==> src/rtl/mxint8_quantize_if.sv <==
// Handshake and data bundle for the MXINT8 block quantizer.
// master: the producer/consumer side (drives i_*); slave: the quantizer itself.
interface mxint8_quantize_if #(
    parameter int BLOCK_SIZE = 32
);
    logic                      i_valid;
    logic [31:0]               i_float32;
    logic                      o_ready;
    logic                      o_valid;
    logic                      i_ready;
    logic [7:0]                o_scale;
    logic [BLOCK_SIZE*8-1:0]   o_mxint8_elements;
    logic                      o_nan;

    modport master (
        output i_valid, i_float32, i_ready,
        input  o_ready, o_valid, o_scale, o_mxint8_elements, o_nan
    );

    modport slave (
        input  i_valid, i_float32, i_ready,
        output o_ready, o_valid, o_scale, o_mxint8_elements, o_nan
    );
endinterface

==> src/rtl/mxint8_quantize.sv <==
// MXINT8 block quantizer: collects BLOCK_SIZE float32 elements, finds the
// largest biased exponent as the shared E8M0 scale, then converts one element
// per cycle into INT8 with an implicit 2^-6 scale and holds the block until
// the consumer takes it.
// Optional feature: define MXINT8_QUANT_RNE_EN for round-to-nearest-even;
// otherwise the conversion truncates toward zero.
// Element i of the block appears on o_mxint8_elements[8*i+7 : 8*i].
module mxint8_quantize #(
    parameter int BLOCK_SIZE = 32
) (
    input  logic                i_clk,
    input  logic                i_rst,
    mxint8_quantize_if.slave    bus
);
    localparam int IDX_W = $clog2(BLOCK_SIZE);
    localparam int CNT_W = $clog2(BLOCK_SIZE + 1);

    localparam logic [1:0] ST_COLLECT = 2'd0;
    localparam logic [1:0] ST_CONVERT = 2'd1;
    localparam logic [1:0] ST_HOLD    = 2'd2;

    localparam logic [CNT_W-1:0] LAST_IDX = CNT_W'(BLOCK_SIZE - 1);
    localparam logic [CNT_W-1:0] CONV_END = CNT_W'(BLOCK_SIZE);

    logic [1:0]       state_q, state_d;
    logic [CNT_W-1:0] cnt_q, cnt_d;
    logic [7:0]       max_exp_q, max_exp_d;
    logic             nan_q, nan_d;

    logic             accept;
    logic [7:0]       in_exp;

    logic [31:0]      buf_mem [BLOCK_SIZE];
    logic [31:0]      rd_q;

    logic             conv_we;
    logic [CNT_W-1:0] conv_idx;
    logic [7:0]       conv_elem;

    assign accept = (state_q == ST_COLLECT) && bus.i_valid;
    assign in_exp = bus.i_float32[30:23];

    // Sequencing: in CONVERT, cnt walks 0..BLOCK_SIZE; step k reads buffer[k]
    // and writes element k-1, so the RAM read latency costs one extra cycle.
    always_comb begin
        state_d   = state_q;
        cnt_d     = cnt_q;
        max_exp_d = max_exp_q;
        nan_d     = nan_q;
        case (state_q)
            ST_COLLECT: begin
                if (accept) begin
                    cnt_d = cnt_q + CNT_W'(1);
                    if (in_exp > max_exp_q) begin
                        max_exp_d = in_exp;
                    end
                    if (in_exp == 8'hFF) begin
                        nan_d = 1'b1;
                    end
                    if (cnt_q == LAST_IDX) begin
                        cnt_d   = '0;
                        state_d = ST_CONVERT;
                    end
                end
            end
            ST_CONVERT: begin
                if (cnt_q == CONV_END) begin
                    cnt_d   = '0;
                    state_d = ST_HOLD;
                end else begin
                    cnt_d = cnt_q + CNT_W'(1);
                end
            end
            ST_HOLD: begin
                if (bus.i_ready) begin
                    state_d   = ST_COLLECT;
                    max_exp_d = 8'd0;
                    nan_d     = 1'b0;
                end
            end
            default: begin
                state_d = ST_COLLECT;
                cnt_d   = '0;
            end
        endcase
    end

    // Control registers; reset discards any partial block.
    always_ff @(posedge i_clk or posedge i_rst) begin
        if (i_rst) begin
            state_q   <= ST_COLLECT;
            cnt_q     <= '0;
            max_exp_q <= 8'd0;
            nan_q     <= 1'b0;
        end else begin
            state_q   <= state_d;
            cnt_q     <= cnt_d;
            max_exp_q <= max_exp_d;
            nan_q     <= nan_d;
        end
    end

    // Element buffer write port (block RAM, no reset needed).
    always_ff @(posedge i_clk) begin
        if (accept) begin
            buf_mem[cnt_q[IDX_W-1:0]] <= bus.i_float32;
        end
    end

    // Registered buffer read feeding the converter.
    always_ff @(posedge i_clk) begin
        if (state_q == ST_CONVERT) begin
            rd_q <= buf_mem[cnt_q[IDX_W-1:0]];
        end
    end

    // Float32 to INT8 conversion of the element held in rd_q.
    logic [7:0]  rd_exp;
    logic [8:0]  shift;
    logic [31:0] m_ext;
    logic [31:0] mag_trunc;
    logic [31:0] mag_round;
    logic [7:0]  mag;
`ifdef MXINT8_QUANT_RNE_EN
    logic        guard_bit;
    logic        sticky_bit;
`endif

    always_comb begin
        rd_exp    = rd_q[30:23];
        m_ext     = {8'd0, 1'b1, rd_q[22:0]};
        shift     = 9'd17 + {1'b0, max_exp_q - rd_exp};
        mag_trunc = 32'd0;
`ifdef MXINT8_QUANT_RNE_EN
        guard_bit  = 1'b0;
        sticky_bit = 1'b0;
`endif
        // Shifts of 31+ contribute nothing (and no rounding bits either).
        if (shift < 9'd31) begin
            mag_trunc = m_ext >> shift[4:0];
`ifdef MXINT8_QUANT_RNE_EN
            guard_bit  = m_ext[shift[4:0] - 5'd1];
            sticky_bit = |(m_ext & ((32'd1 << (shift[4:0] - 5'd1)) - 32'd1));
`endif
        end
`ifdef MXINT8_QUANT_RNE_EN
        mag_round = mag_trunc + {31'd0, guard_bit & (sticky_bit | mag_trunc[0])};
`else
        mag_round = mag_trunc;
`endif
        // A round-up to 128 saturates at the largest INT8 magnitude.
        mag = (mag_round > 32'd127) ? 8'd127 : mag_round[7:0];
        if (nan_q || (rd_exp == 8'd0)) begin
            conv_elem = 8'd0;
        end else if (rd_q[31]) begin
            conv_elem = ~mag + 8'd1;
        end else begin
            conv_elem = mag;
        end
    end

    assign conv_we  = (state_q == ST_CONVERT) && (cnt_q != '0);
    assign conv_idx = cnt_q - CNT_W'(1);

    genvar gi;
    generate
        for (gi = 0; gi < BLOCK_SIZE; gi++) begin : g_elem
            logic [7:0] elem_q, elem_d;

            // Capture the converted value when this element's turn comes.
            always_comb begin
                elem_d = elem_q;
                if (conv_we && (conv_idx == CNT_W'(gi))) begin
                    elem_d = conv_elem;
                end
            end

            // Output element register, cleared by reset.
            always_ff @(posedge i_clk or posedge i_rst) begin
                if (i_rst) begin
                    elem_q <= 8'd0;
                end else begin
                    elem_q <= elem_d;
                end
            end

            assign bus.o_mxint8_elements[gi*8 +: 8] = elem_q;
        end
    endgenerate

    assign bus.o_ready = (state_q == ST_COLLECT);
    assign bus.o_valid = (state_q == ST_HOLD);
    assign bus.o_scale = max_exp_q;
    assign bus.o_nan   = nan_q;
endmodule

==> src/flat_wrapper.sv <==
// flat-port wrapper written by rule: the top's interface ports become plain ports
module mxint8_quantize_flat 
#(
    parameter int BLOCK_SIZE = 32
)
  (i_clk, i_rst, bus_i_valid, bus_i_float32, bus_i_ready, bus_o_ready, bus_o_valid, bus_o_scale, bus_o_mxint8_elements, bus_o_nan);
  mxint8_quantize_if #(.BLOCK_SIZE(BLOCK_SIZE)) bus_i ();
  input  logic i_clk;
  input  logic i_rst;
  input wire logic [$bits(bus_i.i_valid)-1:0] bus_i_valid;
  input wire logic [$bits(bus_i.i_float32)-1:0] bus_i_float32;
  input wire logic [$bits(bus_i.i_ready)-1:0] bus_i_ready;
  output wire logic [$bits(bus_i.o_ready)-1:0] bus_o_ready;
  output wire logic [$bits(bus_i.o_valid)-1:0] bus_o_valid;
  output wire logic [$bits(bus_i.o_scale)-1:0] bus_o_scale;
  output wire logic [$bits(bus_i.o_mxint8_elements)-1:0] bus_o_mxint8_elements;
  output wire logic [$bits(bus_i.o_nan)-1:0] bus_o_nan;
  assign bus_i.i_valid = bus_i_valid;
  assign bus_i.i_float32 = bus_i_float32;
  assign bus_i.i_ready = bus_i_ready;
  assign bus_o_ready = bus_i.o_ready;
  assign bus_o_valid = bus_i.o_valid;
  assign bus_o_scale = bus_i.o_scale;
  assign bus_o_mxint8_elements = bus_i.o_mxint8_elements;
  assign bus_o_nan = bus_i.o_nan;
  mxint8_quantize #(.BLOCK_SIZE(BLOCK_SIZE)) u_core (.i_clk(i_clk), .i_rst(i_rst), .bus(bus_i));
endmodule
==> config.mk <==
export PLATFORM = sky130hd
export DESIGN_NAME = mxint8_quantize_flat
export DESIGN_NICKNAME = d
export VERILOG_FILES = /design/src/rtl/mxint8_quantize_if.sv /design/src/rtl/mxint8_quantize.sv /design/src/flat_wrapper.sv
export SDC_FILE = /design/constraint.sdc
export NUM_CORES = 2
export LEC_CHECK = 0
export BUFFER_PORTS_ARGS = -buffer_cell sky130_fd_sc_hd__buf_2
export CAP_MARGIN = 0
export CORE_MARGIN = 1
export CORE_UTILIZATION = 45
export CTS_CLUSTER_SIZE = 40
export DETAILED_ROUTE_END_ITERATION = 10
export SLEW_MARGIN = 20
export SYNTH_ARGS = -nofsm -noshare
export SYNTH_HDL_FRONTEND = slang
export SYNTH_SLANG_ARGS = --single-unit
export TNS_END_PERCENT = 5
==> constraint.sdc <==
create_clock -name i_clk -period 9.75 [get_ports i_clk]
set_input_delay 0 -clock i_clk [delete_from_list [all_inputs] [get_ports i_clk]]
set_output_delay 0 -clock i_clk [all_outputs]
set_load 0.01 [all_outputs]
==> run_results.csv <==
group,metric,value,unit
status,status,"completed",
clocking,hold_buffers,38,
floorplanning,boundaryPins,303,
timing,setup_viol,0,
route,detailedRoute.firstIterationViolations,2937,
clocking,cts.path.max_buffers,3,
route,routed_wirelength,140000,µm
clocking,cts_tree,"done",
power_and_ir_drop,p_leak,21.3,nW
clocking,cts_root_buf,"clkbuf_16",
route,remaining_drc_errors,0,
floorplanning,design.core.area,114000,µm²
setup_path,cp_data_required_time,10.37,ns
timing,worst_slew_margin_rel,0.290,
finish,layout-drive-gt1-share,0.269,
power_and_ir_drop,share_clk_of_total_power,0.273,
finish,multi_input_comb_area,12700,µm²
grt,grt_max_degree,120,
clocking,clk-insertion-delay-late,0.75,ns
setup_path,worst-setup-path-type,"reg2reg",
finish,n_fill_cell,9121,
grt,grt_pass1_wl,202000,µm
timing,max_freq,181,MHz
clocking,cts-buffers-inserted,138,
timing,slew_viol_final,0,
hold_path,hold_path.class,"in2reg",
setup_path,critical_path.startpoint_type,"flop",
setup_path,end_kind,"flop",
floorplanning,die_width,341,µm
synthesis,yosysSeqAreaShare,0.745,
power_and_ir_drop,pwr_density_cell,305,nW/µm²
synthesis,synth-warning-count,0,
clocking,ctsResizeCount,0,
clocking,htree_levels,4,
setup_path,cpPeakStageDelay,0.84,ns
timing,grt_setup_unrepaired,"false",
clocking,clkSinkCount,1329,
placement,portBuffers,302,
placement,numPlacedInstances,4588,
finish,areaGrowthSynthToFinish,15.8,%
placement,gp_congestion,0.846,
finish,layout.nets,3315,
power_and_ir_drop,switchingPower,6.37,mW
setup_path,cp_slowest_cell,"ha_2",
setup_path,timing.critical_path.cells,"inv_1 > ha_1 > buf_4 > inv_2 > ha_2 > mux2i_1 > mux2i_1 > a211oi_1 > o2111ai_1 > o2111a_1 > a21oi_2 > nand2_1 > o211ai_1 > nand2_1 > o21ai_0",
power_and_ir_drop,comb_power_share,0.354,
synthesis,syn-num-nets,2941,
timing,setup_tns,0,ns
finish,final_cell_count_no_fill,4871,
synthesis,yosys_most_used_dff,"edfxtp_1",
power_and_ir_drop,seqPwrFrac,0.372,
synthesis,ys_async_sr_fraction,0.205,
setup_path,crit_path_max_fanout,32,
route,via_per_inst,5.96,
timing,timing_hold_violations_final,0,
finish,seqCellArea,38500,µm²
floorplanning,num_rows,124,
timing,least_margin_pin_slew,1.06,ns
synthesis,synth-seq-cells,1329,
route,detailroute.via_count,29050,
synthesis,post_synth_edffs,1056,
power_and_ir_drop,switching_share,0.349,
synthesis,synth.cell_area,51700,µm²
power_and_ir_drop,irDropWorstVdd,0.329,mV
timing,fin_crit_sh,0.566,
synthesis,synth.lib_cells_used.distinct,79,
route,post_drt_wl_per_cell,28.7,µm
grt,grt_util_all_layers,0.241,
route,ant_nets,0,
timing,finalCriticalPeriod,5.52,ns
clocking,cts_setup_buffers,0,
clocking,clk_pin_slew_worst_paths,0.06,ns
job,maxCapViolCount,0,
setup_path,critical_path.n_buffers_inverters,3,
route,firstDrtPassIters,5,
synthesis,synthCells,2880,
power_and_ir_drop,fin_total_pwr,18.2,mW
grt,first_global_vias,29134,
synthesis,postSynthAreaPerCell,18.0,µm²
setup_path,cp_top_family,"compound AO/OA/AOI/OAI gates",
placement,hpwl,76500,µm
setup_path,cp.arrival,6.14,ns
floorplanning,chip_height,341,µm
floorplanning,initial_utilization,0.453,
timing,timing.clock.skew,0.0232,ns
floorplanning,die_area,116000,µm²
grt,global_route.overflow_total,0,
grt,grt_antenna_before_repair,4,
power_and_ir_drop,power.internal,11.9,mW
routing by layer:
metal  track usage  wire length (µm)  up-vias
li1              -                 -    12206
met3        0.0382              9930      211
met2         0.395             67600     1341
met1         0.336             58700    15288
met5             0                16        -
met4        0.0690              3500        4
layout by cell type, fill, tap and decap left out, drive strengths merged, types with 6 or more instances in the layout:
master | synthesis | final
xnor2 | 7 | 7
and2 | 14 | 14
mux2 | 37 | 37
nor4 | 10 | 10
dlygate4sd3 | 0 | 38
ha | 24 | 24
nand2b | 13 | 13
nor2 | 58 | 58
a221oi | 6 | 6
a211oi | 7 | 7
nand4 | 38 | 38
nand2 | 320 | 320
clkbuf | 127 | 182
a22oi | 129 | 129
mux4 | 264 | 264
edfxtp | 1056 | 1056
buf | 39 | 362
a21oi | 24 | 24
inv | 31 | 39
nor3 | 9 | 9
o21ai | 256 | 256
a31oi | 7 | 7
clkinv | 0 | 48
mux2i | 26 | 26
o31ai | 7 | 7
nand3 | 12 | 12
and3 | 7 | 7
dfrtp | 273 | 273
cell usage after synthesis (8+ instances only):
master    number  area, µm²
edfxtp_1    1056      31700
nand2_1      319       1200
dfrtp_1      273       6830
mux4_2       264       5950
o21ai_0      232       1160
a22oi_1      129        968
clkbuf_1     126        473
nor2_1        56        210
nand4_1       37        231
inv_1         30        113
mux2i_1       26        260
buf_1         25       93.8
ha_1          24        300
o21ai_1       24        120
a21oi_1       22        110
mux2_1        20        225
mux2_2        17        191
and2_1        14       87.6
nand2b_1      13       81.3
nand3_1       11       55.1
buf_2         10       50.1
nor4_1        10       62.6
nor3_1         8       40.0
path summary, 6_finish.rpt:
kind                                                          from  cells after the start  slack (ns)                                       to
hold reg to reg            u_core.g_elem[25].elem_q[0]$_DFFE_PP0P_                      2        0.47  u_core.g_elem[25].elem_q[0]$_DFFE_PP0P_
setup / recovery                 u_core.bus.o_scale[0]$_DFFE_PP0P_                     15        4.23   u_core.g_elem[7].elem_q[2]$_DFFE_PP0P_
hold / removal                                         bus_i_ready                      4        0.25            u_core.state_q[1]$_DFFE_PP0P_
max in group asynchronous                                    i_rst                      6        6.69  u_core.g_elem[25].elem_q[2]$_DFFE_PP0P_
setup reg to reg                 u_core.bus.o_scale[0]$_DFFE_PP0P_                     15        4.23   u_core.g_elem[7].elem_q[2]$_DFFE_PP0P_
min in group asynchronous                                    i_rst                      4        0.57  u_core.g_elem[19].elem_q[0]$_DFFE_PP0P_
cell families after synthesis:
group	share of synthesized area
buffers and inverters	0.0151
DFF	0.745
AOI/OAI and AO/OA	0.0586
xor gates and xnor gates	0.00363
and+or+nand+nor	0.0432
adders and majority gates	0.00619
muxes	0.128
registers in the layout (all words and copies together) (netlist names):
signal	flops
u_core.buf_mem	1024
u_core.g_elem.elem_q	256
u_core.rd_q	32
u_core.bus.o_scale	8
u_core.cnt_q	6
u_core.state_q	2
u_core.bus.o_nan	1
worst min-delay path, cell delays in order:
cell	delay, ns
dlygate4sd3_1	0.60
buf_2	0.16
inv_1	0.06
a22o_1	0.12
metrics by stage:
step	hold WS (ns)	worst slack, ns	area (µm²)	util
after floorplan	0.0989	2.23	51700	-
after global placement	0.213	4.27	55200	0.484
after detailed placement	0.228	3.95	55200	0.484
after CTS	0.222	3.91	59900	0.524
after global routing	0.239	3.73	59900	0.524
final	0.251	4.23	59900	0.525
power groups by stage:
stage	clock [mW]	sequential, mW	combinational, mW
CTS	5.08	6.79	6.43
finish	4.99	6.79	6.46
global placement	0	6.89	6.30
global route	5.29	6.83	6.89
detailed placement	0	6.91	6.39
floorplan	0	6.74	4.63
layout make-up:
cell class,count,share of cell area
tap,1512,0.0316
sequential,1329,0.644
antenna,1,0.0000418
timing repair buffer,400,0.0395
clock buffer,182,0.0637
inverter,31,0.00207
clock inverter,62,0.00763
multi-input combinational,1354,0.212
Note: power is estimated with default switching activity, not from simulation.
